===== config.mk =====
export PLATFORM = sky130hd
export DESIGN_NAME = vga_timing_gen
export DESIGN_NICKNAME = d
export VERILOG_FILES = /design/src/rtl/vga_pkg.sv /design/src/rtl/vga_axis_counter.sv /design/src/rtl/vga_timing_gen.sv
export SDC_FILE = /design/constraint.sdc
export NUM_CORES = 1
export LEC_CHECK = 0
export ABC_AREA = 1
export BUFFER_PORTS_ARGS = -buffer_cell sky130_fd_sc_hd__clkbuf_2
export CAP_MARGIN = 10
export CORE_ASPECT_RATIO = 1.4
export CORE_MARGIN = 2
export CORE_UTILIZATION = 50
export CTS_CLUSTER_DIAMETER = 30
export DETAILED_ROUTE_END_ITERATION = 7
export PLACE_DENSITY_LB_ADDON = 0.12
export SETUP_SLACK_MARGIN = 0.2
export SYNTH_ARGS = -nofsm -noshare
export SYNTH_HDL_FRONTEND = slang
export SYNTH_SLANG_ARGS = --single-unit

===== constraint.sdc =====
create_clock -name clk -period 3.8 [get_ports clk]
set_input_delay 0.38 -clock clk [delete_from_list [all_inputs] [get_ports clk]]
set_output_delay 0.38 -clock clk [all_outputs]
set_load 0.01 [all_outputs]

===== src/rtl/vga_pkg.sv =====
// Shared types, timing helpers and the colour-bar table for the VGA timing generator.
package vga_pkg;

   typedef enum logic {StRun, StPending} mode_st_e;

   localparam logic MODE_PASS = 1'b0;
   localparam logic MODE_BARS = 1'b1;

   function automatic int unsigned calc_total(input int unsigned act, input int unsigned fp,
                                              input int unsigned sync, input int unsigned bp);
      return act + fp + sync + bp;
   endfunction

   function automatic int unsigned calc_sync_start(input int unsigned act,
                                                   input int unsigned fp);
      return act + fp;
   endfunction

   function automatic int unsigned calc_sync_end(input int unsigned act, input int unsigned fp,
                                                 input int unsigned sync);
      return act + fp + sync;
   endfunction

   // Default 640x480@60 figures.
   localparam int unsigned H_TOTAL      = calc_total(640, 16, 96, 48);
   localparam int unsigned V_TOTAL      = calc_total(480, 10, 2, 33);
   localparam int unsigned H_SYNC_START = calc_sync_start(640, 16);
   localparam int unsigned H_SYNC_END   = calc_sync_end(640, 16, 96);
   localparam int unsigned V_SYNC_START = calc_sync_start(480, 10);
   localparam int unsigned V_SYNC_END   = calc_sync_end(480, 10, 2);

   // {r,g,b}: white, yellow, cyan, green, magenta, red, blue, black.
   localparam logic [0:7][2:0] BAR_RGB = {3'b111, 3'b110, 3'b011, 3'b010,
                                          3'b101, 3'b100, 3'b001, 3'b000};

   function automatic logic [2:0] bar_colour(input logic [2:0] k);
      return BAR_RGB[k];
   endfunction

endpackage


===== src/rtl/vga_axis_counter.sv =====
// One timing axis: wrapping counter with sync-window and active-region decode.
module vga_axis_counter
   import vga_pkg::*;
#(
   parameter int unsigned CNT_W = 12
) (
   input  logic             clk,
   input  logic             rst_n,
   input  logic             en_i,
   input  logic [CNT_W-1:0] total_i,
   input  logic [CNT_W-1:0] sync_start_i,
   input  logic [CNT_W-1:0] sync_end_i,
   input  logic [CNT_W-1:0] active_i,
   output logic [CNT_W-1:0] cnt_o,
   output logic             wrap_o,
   output logic             in_sync_o,
   output logic             in_active_o
);

   logic [CNT_W-1:0] cnt_q, cnt_d;
   logic             at_end;

   assign at_end = (cnt_q == total_i - CNT_W'(1));

   always_comb begin
      cnt_d = cnt_q;
      if (en_i) begin
         cnt_d = at_end ? '0 : cnt_q + CNT_W'(1);
      end
   end

   always_ff @(posedge clk or negedge rst_n) begin
      if (!rst_n) begin
         cnt_q <= '0;
      end else begin
         cnt_q <= cnt_d;
      end
   end

   assign cnt_o       = cnt_q;
   assign wrap_o      = en_i & at_end;
   assign in_sync_o   = (cnt_q >= sync_start_i) && (cnt_q < sync_end_i);
   assign in_active_o = (cnt_q < active_i);

endmodule


===== src/rtl/vga_timing_gen.sv =====
// Parametrised VGA sync/timing generator with pass-through or colour-bar RGB output.
module vga_timing_gen
   import vga_pkg::*;
#(
   parameter int unsigned CLK_DIV  = 4,
   parameter int unsigned H_ACTIVE = 640,
   parameter int unsigned H_FP     = 16,
   parameter int unsigned H_SYNC   = 96,
   parameter int unsigned H_BP     = 48,
   parameter int unsigned V_ACTIVE = 480,
   parameter int unsigned V_FP     = 10,
   parameter int unsigned V_SYNC   = 2,
   parameter int unsigned V_BP     = 33,
   parameter bit          HS_POL   = 1'b0,
   parameter bit          VS_POL   = 1'b0,
   parameter int unsigned COLOR_W  = 4,
   parameter int unsigned NUM_BARS = 8,
   parameter int unsigned CNT_W    = 12
) (
   input  logic                 clk,
   input  logic                 rst_n,
   input  logic                 mode_req,
   input  logic [3*COLOR_W-1:0] rgb_in,
   output logic                 pix_en,
   output logic [CNT_W-1:0]     pix_x,
   output logic [CNT_W-1:0]     pix_y,
   output logic                 active,
   output logic                 line_start,
   output logic                 frame_start,
   output logic                 vga_hs,
   output logic                 vga_vs,
   output logic [COLOR_W-1:0]   vga_r,
   output logic [COLOR_W-1:0]   vga_g,
   output logic [COLOR_W-1:0]   vga_b,
   output logic                 mode_cur
);

   localparam int unsigned HTotal     = calc_total(H_ACTIVE, H_FP, H_SYNC, H_BP);
   localparam int unsigned VTotal     = calc_total(V_ACTIVE, V_FP, V_SYNC, V_BP);
   localparam int unsigned HSyncStart = calc_sync_start(H_ACTIVE, H_FP);
   localparam int unsigned HSyncEnd   = calc_sync_end(H_ACTIVE, H_FP, H_SYNC);
   localparam int unsigned VSyncStart = calc_sync_start(V_ACTIVE, V_FP);
   localparam int unsigned VSyncEnd   = calc_sync_end(V_ACTIVE, V_FP, V_SYNC);
   localparam int unsigned BarW       = H_ACTIVE / NUM_BARS;

   logic [7:0]           div_q, div_d;
   logic [CNT_W-1:0]     h_cnt, v_cnt;
   logic                 h_wrap, v_wrap, h_sync, v_sync, h_act, v_act;
   mode_st_e             st_q, st_d;
   logic                 mode_q, mode_d;
   logic                 hs_q, hs_d, vs_q, vs_d;
   logic [3*COLOR_W-1:0] rgb_q, rgb_d;
   logic [2:0]           bar_sel, bar_bits;

   assign pix_en = (div_q == 8'(CLK_DIV - 1));
   assign div_d  = pix_en ? 8'd0 : div_q + 8'd1;

   vga_axis_counter #(.CNT_W(CNT_W)) u_h_cnt (
      .clk          (clk),
      .rst_n        (rst_n),
      .en_i         (pix_en),
      .total_i      (CNT_W'(HTotal)),
      .sync_start_i (CNT_W'(HSyncStart)),
      .sync_end_i   (CNT_W'(HSyncEnd)),
      .active_i     (CNT_W'(H_ACTIVE)),
      .cnt_o        (h_cnt),
      .wrap_o       (h_wrap),
      .in_sync_o    (h_sync),
      .in_active_o  (h_act)
   );

   vga_axis_counter #(.CNT_W(CNT_W)) u_v_cnt (
      .clk          (clk),
      .rst_n        (rst_n),
      .en_i         (h_wrap),
      .total_i      (CNT_W'(VTotal)),
      .sync_start_i (CNT_W'(VSyncStart)),
      .sync_end_i   (CNT_W'(VSyncEnd)),
      .active_i     (CNT_W'(V_ACTIVE)),
      .cnt_o        (v_cnt),
      .wrap_o       (v_wrap),
      .in_sync_o    (v_sync),
      .in_active_o  (v_act)
   );

   assign pix_x       = h_cnt;
   assign pix_y       = v_cnt;
   assign active      = h_act & v_act;
   assign line_start  = pix_en & (h_cnt == '0);
   assign frame_start = line_start & (v_cnt == '0);

   // Mode switches only at frame_start so a frame is never torn between sources.
   always_comb begin
      st_d   = st_q;
      mode_d = mode_q;
      case (st_q)
         StRun: begin
            if (mode_req != mode_q) st_d = StPending;
         end
         StPending: begin
            if (mode_req == mode_q) begin
               st_d = StRun;
            end else if (frame_start) begin
               mode_d = mode_req;
               st_d   = StRun;
            end
         end
         default: st_d = StRun;
      endcase
   end

   assign bar_sel  = 3'(h_cnt / CNT_W'(BarW));
   assign bar_bits = bar_colour(bar_sel);

   // mode_d is used so the pixel at frame_start already carries the new mode.
   always_comb begin
      hs_d  = hs_q;
      vs_d  = vs_q;
      rgb_d = rgb_q;
      if (pix_en) begin
         hs_d = h_sync ? HS_POL : ~HS_POL;
         vs_d = v_sync ? VS_POL : ~VS_POL;
         if (!active) begin
            rgb_d = '0;
         end else if (mode_d == MODE_BARS) begin
            rgb_d = {{COLOR_W{bar_bits[2]}}, {COLOR_W{bar_bits[1]}}, {COLOR_W{bar_bits[0]}}};
         end else begin
            rgb_d = rgb_in;
         end
      end
   end

   always_ff @(posedge clk or negedge rst_n) begin
      if (!rst_n) begin
         div_q  <= '0;
         st_q   <= StRun;
         mode_q <= MODE_PASS;
         hs_q   <= ~HS_POL;
         vs_q   <= ~VS_POL;
         rgb_q  <= '0;
      end else begin
         div_q  <= div_d;
         st_q   <= st_d;
         mode_q <= mode_d;
         hs_q   <= hs_d;
         vs_q   <= vs_d;
         rgb_q  <= rgb_d;
      end
   end

   assign vga_hs   = hs_q;
   assign vga_vs   = vs_q;
   assign vga_r    = rgb_q[3*COLOR_W-1 -: COLOR_W];
   assign vga_g    = rgb_q[2*COLOR_W-1 -: COLOR_W];
   assign vga_b    = rgb_q[COLOR_W-1:0];
   assign mode_cur = mode_q;

endmodule

== Yosys cells after proc, flatten, opt, wreduce, memory -nomap -nowiden ==
Memory sizes are Yosys's and may differ from the RTL's.
Cells that the tools add are included.

* Memories: 1
* Register bits: 48
* Memory bits (read-only): 24
* Output and inout bits: 43
* Input port bits: 15
* Word-level logic and storage cells: 51

{| class="wikitable"
|+ Memory list
! memory !! words !! bits a word !! rd ports !! clocked after Yosys merged registers in !! wr ports !! RTL line !! RTL
|-
| (no name shown) || 8 || 3 || 1 || 0 || 0 || vga_pkg.sv:37 || <nowiki>return BAR_RGB[k];</nowiki>
|}

* Order comparisons: 7
* Add/sub/neg operators: 3
* Multiplexer cells: 16
* Equal/unequal tests: 5
* Reductions and logical operators: 4
* Bitwise gates (word level): 6
* Divide/modulo/power cells: 1

{| class="wikitable"
|+ Operator list
! operator !! count
|-
| $mux W12 || 4
|-
| $add A12 B1 Y12 const B || 2
|-
| $eq A12 B10 Y1 const B || 2
|-
| $logic_not A12 Y1 || 2
|-
| $lt A12 B10 Y1 const B || 2
|-
| $lt A12 B9 Y1 const B || 2
|-
| $div A12 B7 Y12 const B || 1
|-
| $ge A12 B10 Y1 const B || 1
|-
| $ge A12 B9 Y1 const B || 1
|-
| $add A8 B1 Y8 const B || 1
|-
| $eq A8 B2 Y1 const B || 1
|-
| $mux W1 || 8
|-
| $mux W8 || 1
|-
| $mux W3 || 2
|-
| $and A1 B1 Y1 || 4
|-
| $ge A4 B4 Y1 const B || 1
|-
| $not A3 Y4 || 1
|-
| $logic_and A1 B1 Y1 || 2
|-
| $pmux W1 S2 || 1
|-
| $eq A1 B1 Y1 || 1
|-
| $ne A1 B1 Y1 || 1
|-
| $not A1 Y1 || 1
|}

== Depth between registers and ports, before layout ==
Gate-level depths: netlist of run 1.

* Depth after elaboration: 8
* Mapped depth: 27
* Depth with buffers taken out: 26

== By module ==
A second synthesis of run 1 with hierarchy kept.

* Cells, all modules: 893
* Area, all modules: 5899.4 um^2

{| class="wikitable"
|+ Modules (own cells, without submodules)
! module !! instances !! area each (um^2) !! seq. area each (um^2) !! cells an instance
|-
| vga_axis_counter || 2 || 2160.8 || 300.3 || 337
|-
| vga_timing_gen || 1 || 1577.8 || 603.1 || 219
|}

== Least setup slack after synthesis of run 1 ==
No wires, ideal clock.

* Kind: register to register
* From: register div_q[0]
* To: register rgb_q[4]
* Cell stages (with the launch flop): 13
* Required time: 3.679 ns
* Library setup time: 0.121 ns
* Setup slack: 1.377 ns
* Clock period less this slack: 2.423 ns
* Path buffers: 0
* Arrival time: 2.302 ns
* Cells stage by stage: dfrtp_1 ha_1 inv_1 nor4_4 inv_2 nor3_2 nor4b_4 nand2_1 nand2_1 nand2_4 nand3_1 nand2_1 a22o_1

* Longest elaborated chain between the ends: 8

{| class="wikitable"
|+ Ends and longest elaborated chain
! item !! RTL line !! RTL
|-
| from (decl) || vga_timing_gen.sv:46 || <nowiki>logic [7:0] div_q, div_d;</nowiki>
|-
| from (signal assigned) || vga_timing_gen.sv:142 || <nowiki>div_q <= div_d;</nowiki>
|-
| $eq A8 B2 Y1 || vga_timing_gen.sv:55 || <nowiki>assign pix_en = (div_q == 8'(CLK_DIV - 1));</nowiki>
|-
| $and A1 B1 Y1 || vga_timing_gen.sv:89 || <nowiki>assign line_start = pix_en & (h_cnt == '0);</nowiki>
|-
| via line_start || vga_timing_gen.sv:28 || <nowiki>output logic line_start,</nowiki>
|-
| $and A1 B1 Y1 || vga_timing_gen.sv:90 || <nowiki>assign frame_start = line_start & (v_cnt == '0);</nowiki>
|-
| via frame_start || vga_timing_gen.sv:29 || <nowiki>output logic frame_start,</nowiki>
|-
| $mux W1 || vga_timing_gen.sv:103 || <nowiki>end else if (frame_start) begin</nowiki>
|-
| $mux W1 || vga_timing_gen.sv:101 || <nowiki>if (mode_req == mode_q) begin</nowiki>
|-
| $mux W1 || vga_timing_gen.sv:96 || <nowiki>case (st_q)</nowiki>
|-
| via mode_d || vga_timing_gen.sv:50 || <nowiki>logic mode_q, mode_d;</nowiki>
|-
| $mux W12 || vga_timing_gen.sv:125 || <nowiki>end else if (mode_d == MODE_BARS) begin</nowiki>
|-
| $mux W12 || vga_timing_gen.sv:123 || <nowiki>if (!active) begin</nowiki>
|-
| to (signal assigned) || vga_timing_gen.sv:147 || <nowiki>rgb_q <= rgb_d;</nowiki>
|-
| to (decl) || vga_timing_gen.sv:52 || <nowiki>logic [3*COLOR_W-1:0] rgb_q, rgb_d;</nowiki>
|}

The timed path passes the listed nets, and every way through them passes these cells.
A chain may end at the register's enable or synchronous reset.

== Worst setup path in the final report of run 1 ==
* From: register div_q[0]
* To: output frame_start

* Longest elaborated chain between the ends: 3

{| class="wikitable"
|+ Ends and longest elaborated chain
! item !! RTL line
|-
| $eq A8 B2 Y1 || vga_timing_gen.sv:55
|-
| $and A1 B1 Y1 || vga_timing_gen.sv:89
|-
| $and A1 B1 Y1 || vga_timing_gen.sv:90
|-
| to (decl) || vga_timing_gen.sv:29
|}

No other way between the ends.

==> flow_summary.json, run 1 <==
{
  "antenna_found_initial": 0,
  "yosysWarnings": 0,
  "cts_made_buffers": 5,
  "drc_errors": 0,
  "yosys_register_bits": 48,
  "leakage_nw": 1.74,
  "clkTransAtPathRegs_ns": 0.09,
  "synth_cell_types": 39,
  "num_rows": 32,
  "hold_class": "in2async",
  "crit_start": "div_q[0]",
  "worstPathArrival_ns": 2.20,
  "synth-xor-area-share": 0.0465,
  "status": "finished, final reports clean",
  "cts_hold_buf": 0,
  "max_slew_margin": 0.445,
  "io_pins": 58,
  "holdWs_ns": 0.163,
  "preCtsSetupSlack_ns": 1.26,
  "drt-initial-drc-count": 72,
  "cts-root-buf": "clkbuf_8",
  "fmax_ghz": 0.387,
  "postCtsSetupBuffers": 0,
  "rsz0062_at_grt": "false",
  "vias": 2474,
  "worst-r2r-setup-slack_ns": 1.23,
  "die_w_um": 67.5,
  "viasPerCell": 5.18,
  "r2r-start": "div_q[0]",
  "grt_overflow": 0,
  "ir_drop_uv": 187,
  "track_usage": 0.219,
  "synth_area_sq_mm": 0.00282,
  "core_sq_mm": 0.00549,
  "synthMuxAreaShare": 0,
  "top_usage_layer": "met2",
  "num-fill-cells": 511,
  "maxSlewViolCount": 0,
  "cts_resized": 0,
  "finalNonFillerCells": 478,
  "area_growth_syn_to_layout_pct": 15.5,
  "clk_latency_ns": 0.30,
  "firstDrtPassIters": 4,
  "synth-simple-area-share": 0.341,
  "syn_nets": 371,
  "hpwl_um": 4920,
  "dieHeight_um": 92.9,
  "r2r_cells": 13,
  "initial_core_util": 0.515,
  "dp.cells": 470,
  "netlist_instances": 351,
  "setup.worst_path.class": "reg2out",
  "synth-adder-area-share": 0.0222,
  "crit_path_start_kind": "flop",
  "finalWirelength_um": 6320,
  "hold_viol": 0,
  "period_needed_ns": 2.58,
  "cp.required_ns": 3.42,
  "crit_end": "frame_start",
  "grt_use_met2": 0.373,
  "fin_util": 0.594,
  "port_buffers": 57,
  "avgSynthCellArea_sq_um": 8.05,
  "postSynth.asyncResetShare": 1.00,
  "gr-usage-met3": 0.0377,
  "reg2reg_to": "rgb_q[6]",
  "cts_sinks": 48,
  "htreeDepth": 2,
  "antennaDiodeCount": 0,
  "seq_area_frac_synth": 0.426,
  "setup_viol_count_final": 0,
  "synth-compound-area-share": 0.0873,
  "grt_pass1_wl_um": 10600,
  "routabilityCongestion": 0.766,
  "drive_gt1_frac": 0.234,
  "cts_buffer_depth": 2,
  "nets": 429,
  "grt_max_degree": 34,
  "cts_tree": "built",
  "synth-edff-count": 0,
  "worstMarginPinSlew_ns": 0.832,
  "grt_pass1_vias": 2309,
  "synth-main-ff-cell": "dfrtp_1",
  "worstPathMaxFanout": 19,
  "drv_cap": 0,
  "die-area_sq_mm": 0.00627,
  "fin_crit_sh": 0.680,
  "fin_ws_ns": 1.22,
  "cp-end-kind": "primary output",
  "setup_tns_ns": 0,
  "synth_top_family_by_area": "simple AND/OR/NAND/NOR gates",
  "routedWlPerCell_um": 13.2,
  "power_density_mw_per_mm2": 276,
  "clock_skew_ns": 0.00997,
  "ant_nets": 0,
  "met1_usage": 0.276
}
==> worst min path at each step <==
| stage | startpoint | end | slack, ns | cells past startpoint |
|---|---|---|---|---|
| final | rst_n | rgb_q[1] | 0.16 | 1 |
| after global routing | rst_n | div_q[5] | 0.24 | 1 |
| after CTS | rst_n | u_v_cnt.cnt_o[1] | 0.20 | 1 |
| after detailed placement | div_q[0] | div_q[0] | 0.45 | 1 |
| after global placement | div_q[0] | div_q[0] | 0.44 | 1 |
| after floorplan | rst_n | div_q[0] | 0.08 | 0 |
==> cells in the final DEF (no fill, tap or decap), drive strengths merged <==
master,synthesis,layout
nor2,36,36
a41oi,1,1
or2,4,4
o2111ai,1,1
inv,46,46
clkbuf,5,64
buf,3,2
nand3,38,38
a21o,6,6
a22o,4,4
nor3b,3,3
ha,5,5
a31oi,2,2
xor2,13,13
nand2,86,86
nor4,5,5
nor3,10,10
xnor2,2,2
a21oi,15,15
o211ai,1,1
o21ai,7,7
nand4,7,7
clkinvlp,0,1
a211oi,1,1
nor4b,2,2
dfrtp,46,46
dfstp,2,2
==> registers in the layout, indices dropped and copies added (netlist names) <==
signal         flops
u_h_cnt.cnt_o     12
st_q               1
vga_vs             1
u_v_cnt.cnt_o     12
vga_hs             1
div_q              8
mode_cur           1
rgb_q             12
==> metal layers <==
layer  part of all wire  vias to the layer above
met4              0.016                        0
met3              0.038                       10
met1               0.43                     1158
met5                  0                        -
li1                   -                     1262
met2               0.51                       44
==> Yosys cell counts (2+ instances only) <==
cell      number  area (sq um)
nor3_1         9          45.0
o21ai_0        7          35.0
dfrtp_1       46          1150
a21o_1         6          45.0
dfstp_2        2          52.6
nand2_2        8          50.1
nor3b_1        3          22.5
xnor2_1        2          17.5
nor2_1        35           131
ha_1           5          62.6
nand3_2        6          60.1
nand2_1       76           285
a31oi_1        2          12.5
nand2_4        2          22.5
or2_1          4          25.0
inv_2          4          15.0
xor2_1        13           114
a22o_1         4          35.0
nand3_1       32           160
nand4_1        6          37.5
inv_1         41           154
clkbuf_1       5          18.8
a21oi_1       14          70.1
nor4_1         3          18.8
nor4_4         2          42.5
==> layout make-up <==
cell class | count | area (sq um) | share of cell area
tap | 68 | 85.1 | 0.0261
sequential | 48 | 1200 | 0.369
clock inverter | 1 | 7.51 | 0.00230
clock buffer | 7 | 86.3 | 0.0265
inverter | 46 | 175 | 0.0537
multi-input combinational | 249 | 1400 | 0.430
timing repair buffer | 59 | 300 | 0.0921
==> critical path: stages (launching register included) <==
cell      delay [ns]
dfrtp_1         0.37
ha_1            0.19
inv_1           0.07
nor4_4          0.21
buf_4           0.27
inv_2           0.15
nor3_2          0.17
nor4b_4         0.28
clkbuf_2        0.19
==> metrics by stage <==
step	instance area (sq um)	total power, mW
after floorplan	2820	0.558
after global placement	3170	0.589
after detailed placement	3170	0.591
after CTS	3260	0.909
after global routing	3260	0.940
final	3260	0.899
==> kinds of logic after synthesis <==
| group | count (synthesis) |
|---|---|
| xor gates and xnor gates | 15 |
| DFF | 48 |
| AOI/OAI and AO/OA | 38 |
| adders and majority gates | 5 |
| and+or+nand+nor | 191 |
| buffers and inverters | 54 |
==> power breakdown <==
part | switching, mW | internal (mW) | total (mW)
logic | 0.0313 | 0.0211 | 0.0523
clock network | 0.172 | 0.148 | 0.320
registers | 0.00620 | 0.521 | 0.527
Power figures use the tool's default switching activity.
==> inputs of run 2 (changes only) <==
Settings changed: ABC_AREA 1 to 0, CORE_UTILIZATION 50 to 49.
Clock period 3.8 ns to 2.2 ns, I/O delays scaled along.
==> flow_summary.json, run 2 <==
{
  "status": "complete, but fails checks",
  "violations": "setup timing",
  "final_cell_mix": "buf_4 (76), clkbuf_2 (54), dfrtp_1 (38)",
  "drv_cap": 0,
  "switching_share": 0.245,
  "reg2reg_to": "rgb_q[4]",
  "netlist_instances": 307,
  "met1_usage": 0.346,
  "yosysMostFrequentCell": "dfrtp_1",
  "yosysTopAreaCellShare": 0.415,
  "cts_tree": "built",
  "fmax_ghz": 0.387,
  "cellInternalPower_mw": 1.18,
  "dp.cells": 481,
  "r2r-start": "u_v_cnt.cnt_o[0]",
  "drc_errors": 0,
  "cts_sinks": 48,
  "period_needed_ns": 2.58,
  "grt_pass1_vias": 2714,
  "die-area_sq_mm": 0.00629,
  "synth_cell_types": 52,
  "synth-edff-count": 0,
  "hold_class": "in2reg",
  "yosysWarnings": 0,
  "routedWlPerCell_um": 17.9,
  "worst-r2r-setup-slack_ns": -0.38,
  "routabilityCongestion": 0.878,
  "power_density_mw_per_mm2": 352,
  "setup_viol_count_final": 24,
  "firstDrtPassIters": 4,
  "grt_pass1_wl_um": 13200,
  "worstPathArrival_ns": 2.78,
  "yosysTopAreaCell": "dfrtp_1",
  "fin_ws_ns": -0.381,
  "die_w_um": 67.6,
  "top_usage_layer": "met2",
  "maxSlewViolCount": 0,
  "antenna_found_initial": 0,
  "syn_nets": 327,
  "drt-initial-drc-count": 203,
  "fin_crit_sh": 1.17,
  "cp-end-kind": "flop",
  "vias": 3027,
  "grt_use_met2": 0.477,
  "final_common_cell": "buf_4",
  "antennaDiodeCount": 0,
  "htreeDepth": 2,
  "leakage_nw": 2.09,
  "area_growth_syn_to_layout_pct": 60.2,
  "track_usage": 0.276,
  "viasPerCell": 5.72,
  "finalWirelength_um": 9470,
  "p_seq_frac": 0.585,
  "cts-root-buf": "clkbuf_8",
  "synth_area_sq_mm": 0.00278,
  "p_sw_mw": 0.384,
  "dieHeight_um": 93.0,
  "port_buffers": 57,
  "preCtsSetupSlack_ns": -0.289,
  "gr-usage-met3": 0.0433,
  "initial_core_util": 0.506,
  "r2r_cells": 10,
  "hpwl_um": 5490,
  "grt_max_degree": 31,
  "min_to": "rgb_q[3]",
  "synth-main-ff-cell": "dfrtp_1",
  "num_rows": 32,
  "min_from": "rgb_in[3]",
  "grt_overflow": 0,
  "nets": 480,
  "finalNonFillerCells": 529,
  "drive_gt1_frac": 0.518,
  "postSynth.asyncResetShare": 1.00,
  "max_slew_margin": 0.468,
  "cts_buffer_depth": 2,
  "ir_drop_uv": 457,
  "crit_path_start_kind": "flop",
  "io_pins": 58,
  "avgSynthCellArea_sq_um": 9.04,
  "setup.worst_path.class": "reg2reg",
  "ys_top_cells_by_area": "dfrtp_1 (41%), xnor2_1 (6.3%), nand2_1 (5.7%)",
  "worstHoldPathCells": 3,
  "worstPathMaxFanout": 4,
  "holdWs_ns": 0.127,
  "clkTransAtPathRegs_ns": 0.09,
  "synth_common_cells": "dfrtp_1 (46), nand2_1 (42), nor2_1 (23)",
  "yosys_register_bits": 48,
  "seq_area_frac_synth": 0.434,
  "p_clk_frac": 0.339,
  "core_sq_mm": 0.00549,
  "ant_nets": 0,
  "clk_latency_ns": 0.31,
  "combPwrFrac": 0.076,
  "rsz0062_at_grt": "true",
  "cts_made_buffers": 5,
  "worstMarginPinSlew_ns": 0.799,
  "hold_viol": 0,
  "cp.required_ns": 2.40,
  "clock_skew_ns": 0.00696
}
## run 2: worst max-delay path, stage by stage (launching register included)
cell and delay (ns):
dfrtp_2 0.44, inv_4 0.08, ha_4 0.12, or4b_4 0.48, nor4_4 0.19, nor4b_4 0.36, mux2i_2 0.32, buf_4 0.19
a211oi_4 0.05, a21oi_1 0.16, o21ai_1 0.07
## run 2: how the worst max path moves through the flow
stage / to / depth (start not counted) / slack (ns) / startpoint
6_report: rgb_q[4] / 10 / -0.38 / u_v_cnt.cnt_o[0]
5_1_grt: rgb_q[4] / 10 / -0.48 / u_v_cnt.cnt_o[1]
4_1_cts: rgb_q[2] / 10 / -0.26 / u_v_cnt.cnt_o[0]
3_5_place_dp: rgb_q[2] / 10 / -0.29 / u_v_cnt.cnt_o[0]
3_3_place_gp: rgb_q[5] / 10 / -0.19 / u_v_cnt.cnt_o[0]
2_1_floorplan: rgb_q[10] / 10 / -0.22 / u_v_cnt.cnt_o[0]
## run 2: cells by family (layout without fill, tap and decap cells)
family	Yosys count	after routing	share of synthesized area
buf+inv	26	180	0.0514
xor+xnor	26	26	0.0821
mux	1	1	0.00361
compound gates	56	56	0.127
fa+ha+maj	5	5	0.0225
simple gates	145	145	0.280
flops	48	48	0.434
## run 2: area by class of cell
type / instances / area (sq um)
Fill cell: 327 / 1040
Clock inverter: 1 / 5.00
Multi-Input combinational cell: 233 / 1770
Sequential cell: 48 / 1210
Timing Repair Buffer: 161 / 1240
Inverter: 11 / 56.3
Tap cell: 68 / 85.1
Clock buffer: 7 / 76.3
## run 2: power groups by stage
| stage | Clock (mW) | Combinational, mW | Sequential, mW |
|---|---|---|---|
| after floorplan | 0 | 0.0310 | 0.939 |
| after global placement | 0 | 0.0984 | 0.930 |
| after detailed placement | 0 | 0.101 | 0.931 |
| after CTS | 0.526 | 0.106 | 0.913 |
| after global routing | 0.575 | 0.131 | 0.917 |
| final | 0.531 | 0.119 | 0.915 |
## run 2: what timing repair did
item,in CTS,in global routing
gates resized for setup,50,56
hold endpoints to repair,18,0
endpoints found under the setup margin,33,35
cloned,1,0
setup buffers,15,23
pin swaps,28,30
hold buffers,1,0
## run 2: metal layers
| metal | up-vias | share of wire |
|---|---|---|
| met3 | 34 | 0.051 |
| li1 | 1394 | - |
| met5 | - | 0 |
| met2 | 137 | 0.52 |
| met1 | 1462 | 0.39 |
| met4 | 0 | 0.043 |
## run 2: stage by stage
step	utilization	area, sq um	power [mW]	TNS (ns)
5_1_grt	0.811	4450	1.62	-7.02
3_5_place_dp	0.655	3590	1.03	-3.25
6_report	0.811	4450	1.57	-4.92
2_1_floorplan	-	2840	0.970	-2.22
4_1_cts	0.737	4040	1.55	-2.93
3_3_place_gp	0.655	3590	1.03	-2.07
==> inputs of run 3 (changes only) <==
==> constraint.sdc (replaced) <==
create_clock -name clk -period 2.2 [get_ports clk]
set_input_delay 0.11 -clock clk [delete_from_list [all_inputs] [get_ports clk]]
set_output_delay 0.11 -clock clk [all_outputs]
set_load 0.01 [all_outputs]
==> flow_summary.json, run 3 (same netlist as run 2, synthesis figures left out) <==
{
  "port_buffers": 57,
  "io_pins": 58,
  "viasPerCell": 5.54,
  "max_stage_delay_ns": 0.48,
  "grt_overflow": 0,
  "fin_crit_sh": 1.13,
  "violations": "setup timing",
  "worstMarginPinSlew_ns": 0.723,
  "dieHeight_um": 93.0,
  "firstDrtPassIters": 5,
  "rsz0062_at_grt": "true",
  "setup.worst_path.class": "reg2reg",
  "final_cell_mix": "buf_4 (65), clkbuf_2 (57), nand2_1 (42)",
  "cp_slowest_cell": "or4b_4",
  "worstHoldPathCells": 3,
  "vias": 2759,
  "leakage_nw": 1.83,
  "htreeDepth": 2,
  "routabilityCongestion": 0.878,
  "hpwl_um": 5580,
  "nets": 449,
  "track_usage": 0.254,
  "hold_class": "in2reg",
  "power_mw": 1.54,
  "grt_pass1_wl_um": 12100,
  "crit_path_start_kind": "flop",
  "clk_latency_ns": 0.31,
  "multi_input_area_sq_mm": 0.00160,
  "ir_drop_uv": 395,
  "cts_buffer_depth": 2,
  "antenna_found_initial": 0,
  "worstPathArrival_ns": 2.67,
  "finalWirelength_um": 7510,
  "area_growth_syn_to_layout_pct": 41.3,
  "clock_skew_ns": 0.0109,
  "drc_errors": 0,
  "clkTransAtPathRegs_ns": 0.09,
  "r2r_cells": 10,
  "final_common_cell": "buf_4",
  "regArea_sq_mm": 0.00121,
  "drv_cap": 0,
  "cp-end-kind": "flop",
  "power_density_mw_per_mm2": 394,
  "num_rows": 32,
  "period_needed_ns": 2.48,
  "initial_core_util": 0.506,
  "dp.cells": 481,
  "num-fill-cells": 429,
  "cts_sinks": 48,
  "crit_chain": "inv_2 > ha_4 > or4b_4 > nor4_4 > nor4b_4 > mux2i_2 > buf_4 > a211oi_4 > a21oi_1 > o21ai_1",
  "fmax_ghz": 0.404,
  "routedWlPerCell_um": 15.1,
  "grt_pass1_vias": 2602,
  "drive_gt1_frac": 0.419,
  "status": "complete, but fails checks",
  "grt_max_degree": 29,
  "finalNonFillerCells": 498,
  "drt-initial-drc-count": 222,
  "setup_viol_count_final": 15,
  "core_sq_mm": 0.00549,
  "fin_util": 0.715,
  "cts_tree": "built",
  "cts_made_buffers": 5,
  "ant_nets": 0,
  "cp.required_ns": 2.39,
  "worstPathMaxFanout": 4,
  "die-area_sq_mm": 0.00629,
  "antennaDiodeCount": 0,
  "max_slew_margin": 0.518,
  "die_w_um": 67.6,
  "maxSlewViolCount": 0,
  "fin_ws_ns": -0.276,
  "cts-root-buf": "clkbuf_8",
  "hold_viol": 0
}
==> run 3: where the power goes <==
group          switching [mW]  internal [mW]
Clock                   0.292          0.224
Sequential             0.0133          0.902
Combinational          0.0596         0.0546
==> run 3: what timing repair did <==
| action | in CTS | in global routing |
|---|---|---|
| buffers inserted | 1 | 6 |
| hold endpoints to repair | 24 | 0 |
| resized for setup | 9 | 22 |
| hold buffers | 1 | 0 |
| cloned | 1 | 0 |
| pin swaps | 1 | 13 |
| setup endpoints to repair | 33 | 33 |
==> run 3: critical path, delay by kind of cell (launching register included) <==
kind            cells  cell delay (ns)
mux                 1             0.32
buf+inv             2             0.27
simple gates        3             0.95
flops               1             0.43
compound gates      3             0.27
fa+ha+maj           1             0.12
==> run 3: path summary, 6_finish.rpt <==
| check | endpoint | startpoint | slack (ns) |
|---|---|---|---|
| worst max-delay path | rgb_q[4] | u_v_cnt.cnt_o[0] | -0.28 |
| worst min-delay path | rgb_q[10] | rgb_in[10] | 0.02 |
| worst max register to register | rgb_q[4] | u_v_cnt.cnt_o[0] | -0.28 |
| worst min register to register | vga_vs | vga_vs | 0.49 |
| max in group asynchronous | rgb_q[0] | rst_n | 1.16 |
| min in group asynchronous | u_v_cnt.cnt_o[5] | rst_n | 0.38 |
==> run 3: layout make-up <==
type                            count  area share
Timing Repair Buffer              130       0.231
Clock buffer                        7      0.0195
Clock inverter                      1     0.00128
Inverter                           11      0.0105
Sequential cell                    48       0.309
Multi-Input combinational cell    233       0.407
Tap cell                           68      0.0217
==> run 3: routing by layer <==
metal	track usage	up-vias	share of wire	wire length (um)
li1	-	1337	-	-
met3	0.0469	14	0.040	299
met2	0.431	77	0.52	3880
met1	0.312	1331	0.42	3130
met5	0	-	0	0
met4	0.0986	0	0.026	197
==> run 3: per-stage QoR <==
step | hold WS, ns | instance area [sq um] | setup TNS, ns | setup slack [ns]
after detailed placement | 0.185 | 3590 | -3.14 | -0.285
after CTS | 0.0305 | 3770 | -3.43 | -0.300
after global placement | 0.193 | 3590 | -2.07 | -0.191
after global routing | 0.0270 | 3920 | -5.59 | -0.413
after floorplan | -0.186 | 2840 | -2.22 | -0.219
final | 0.0202 | 3920 | -3.01 | -0.276
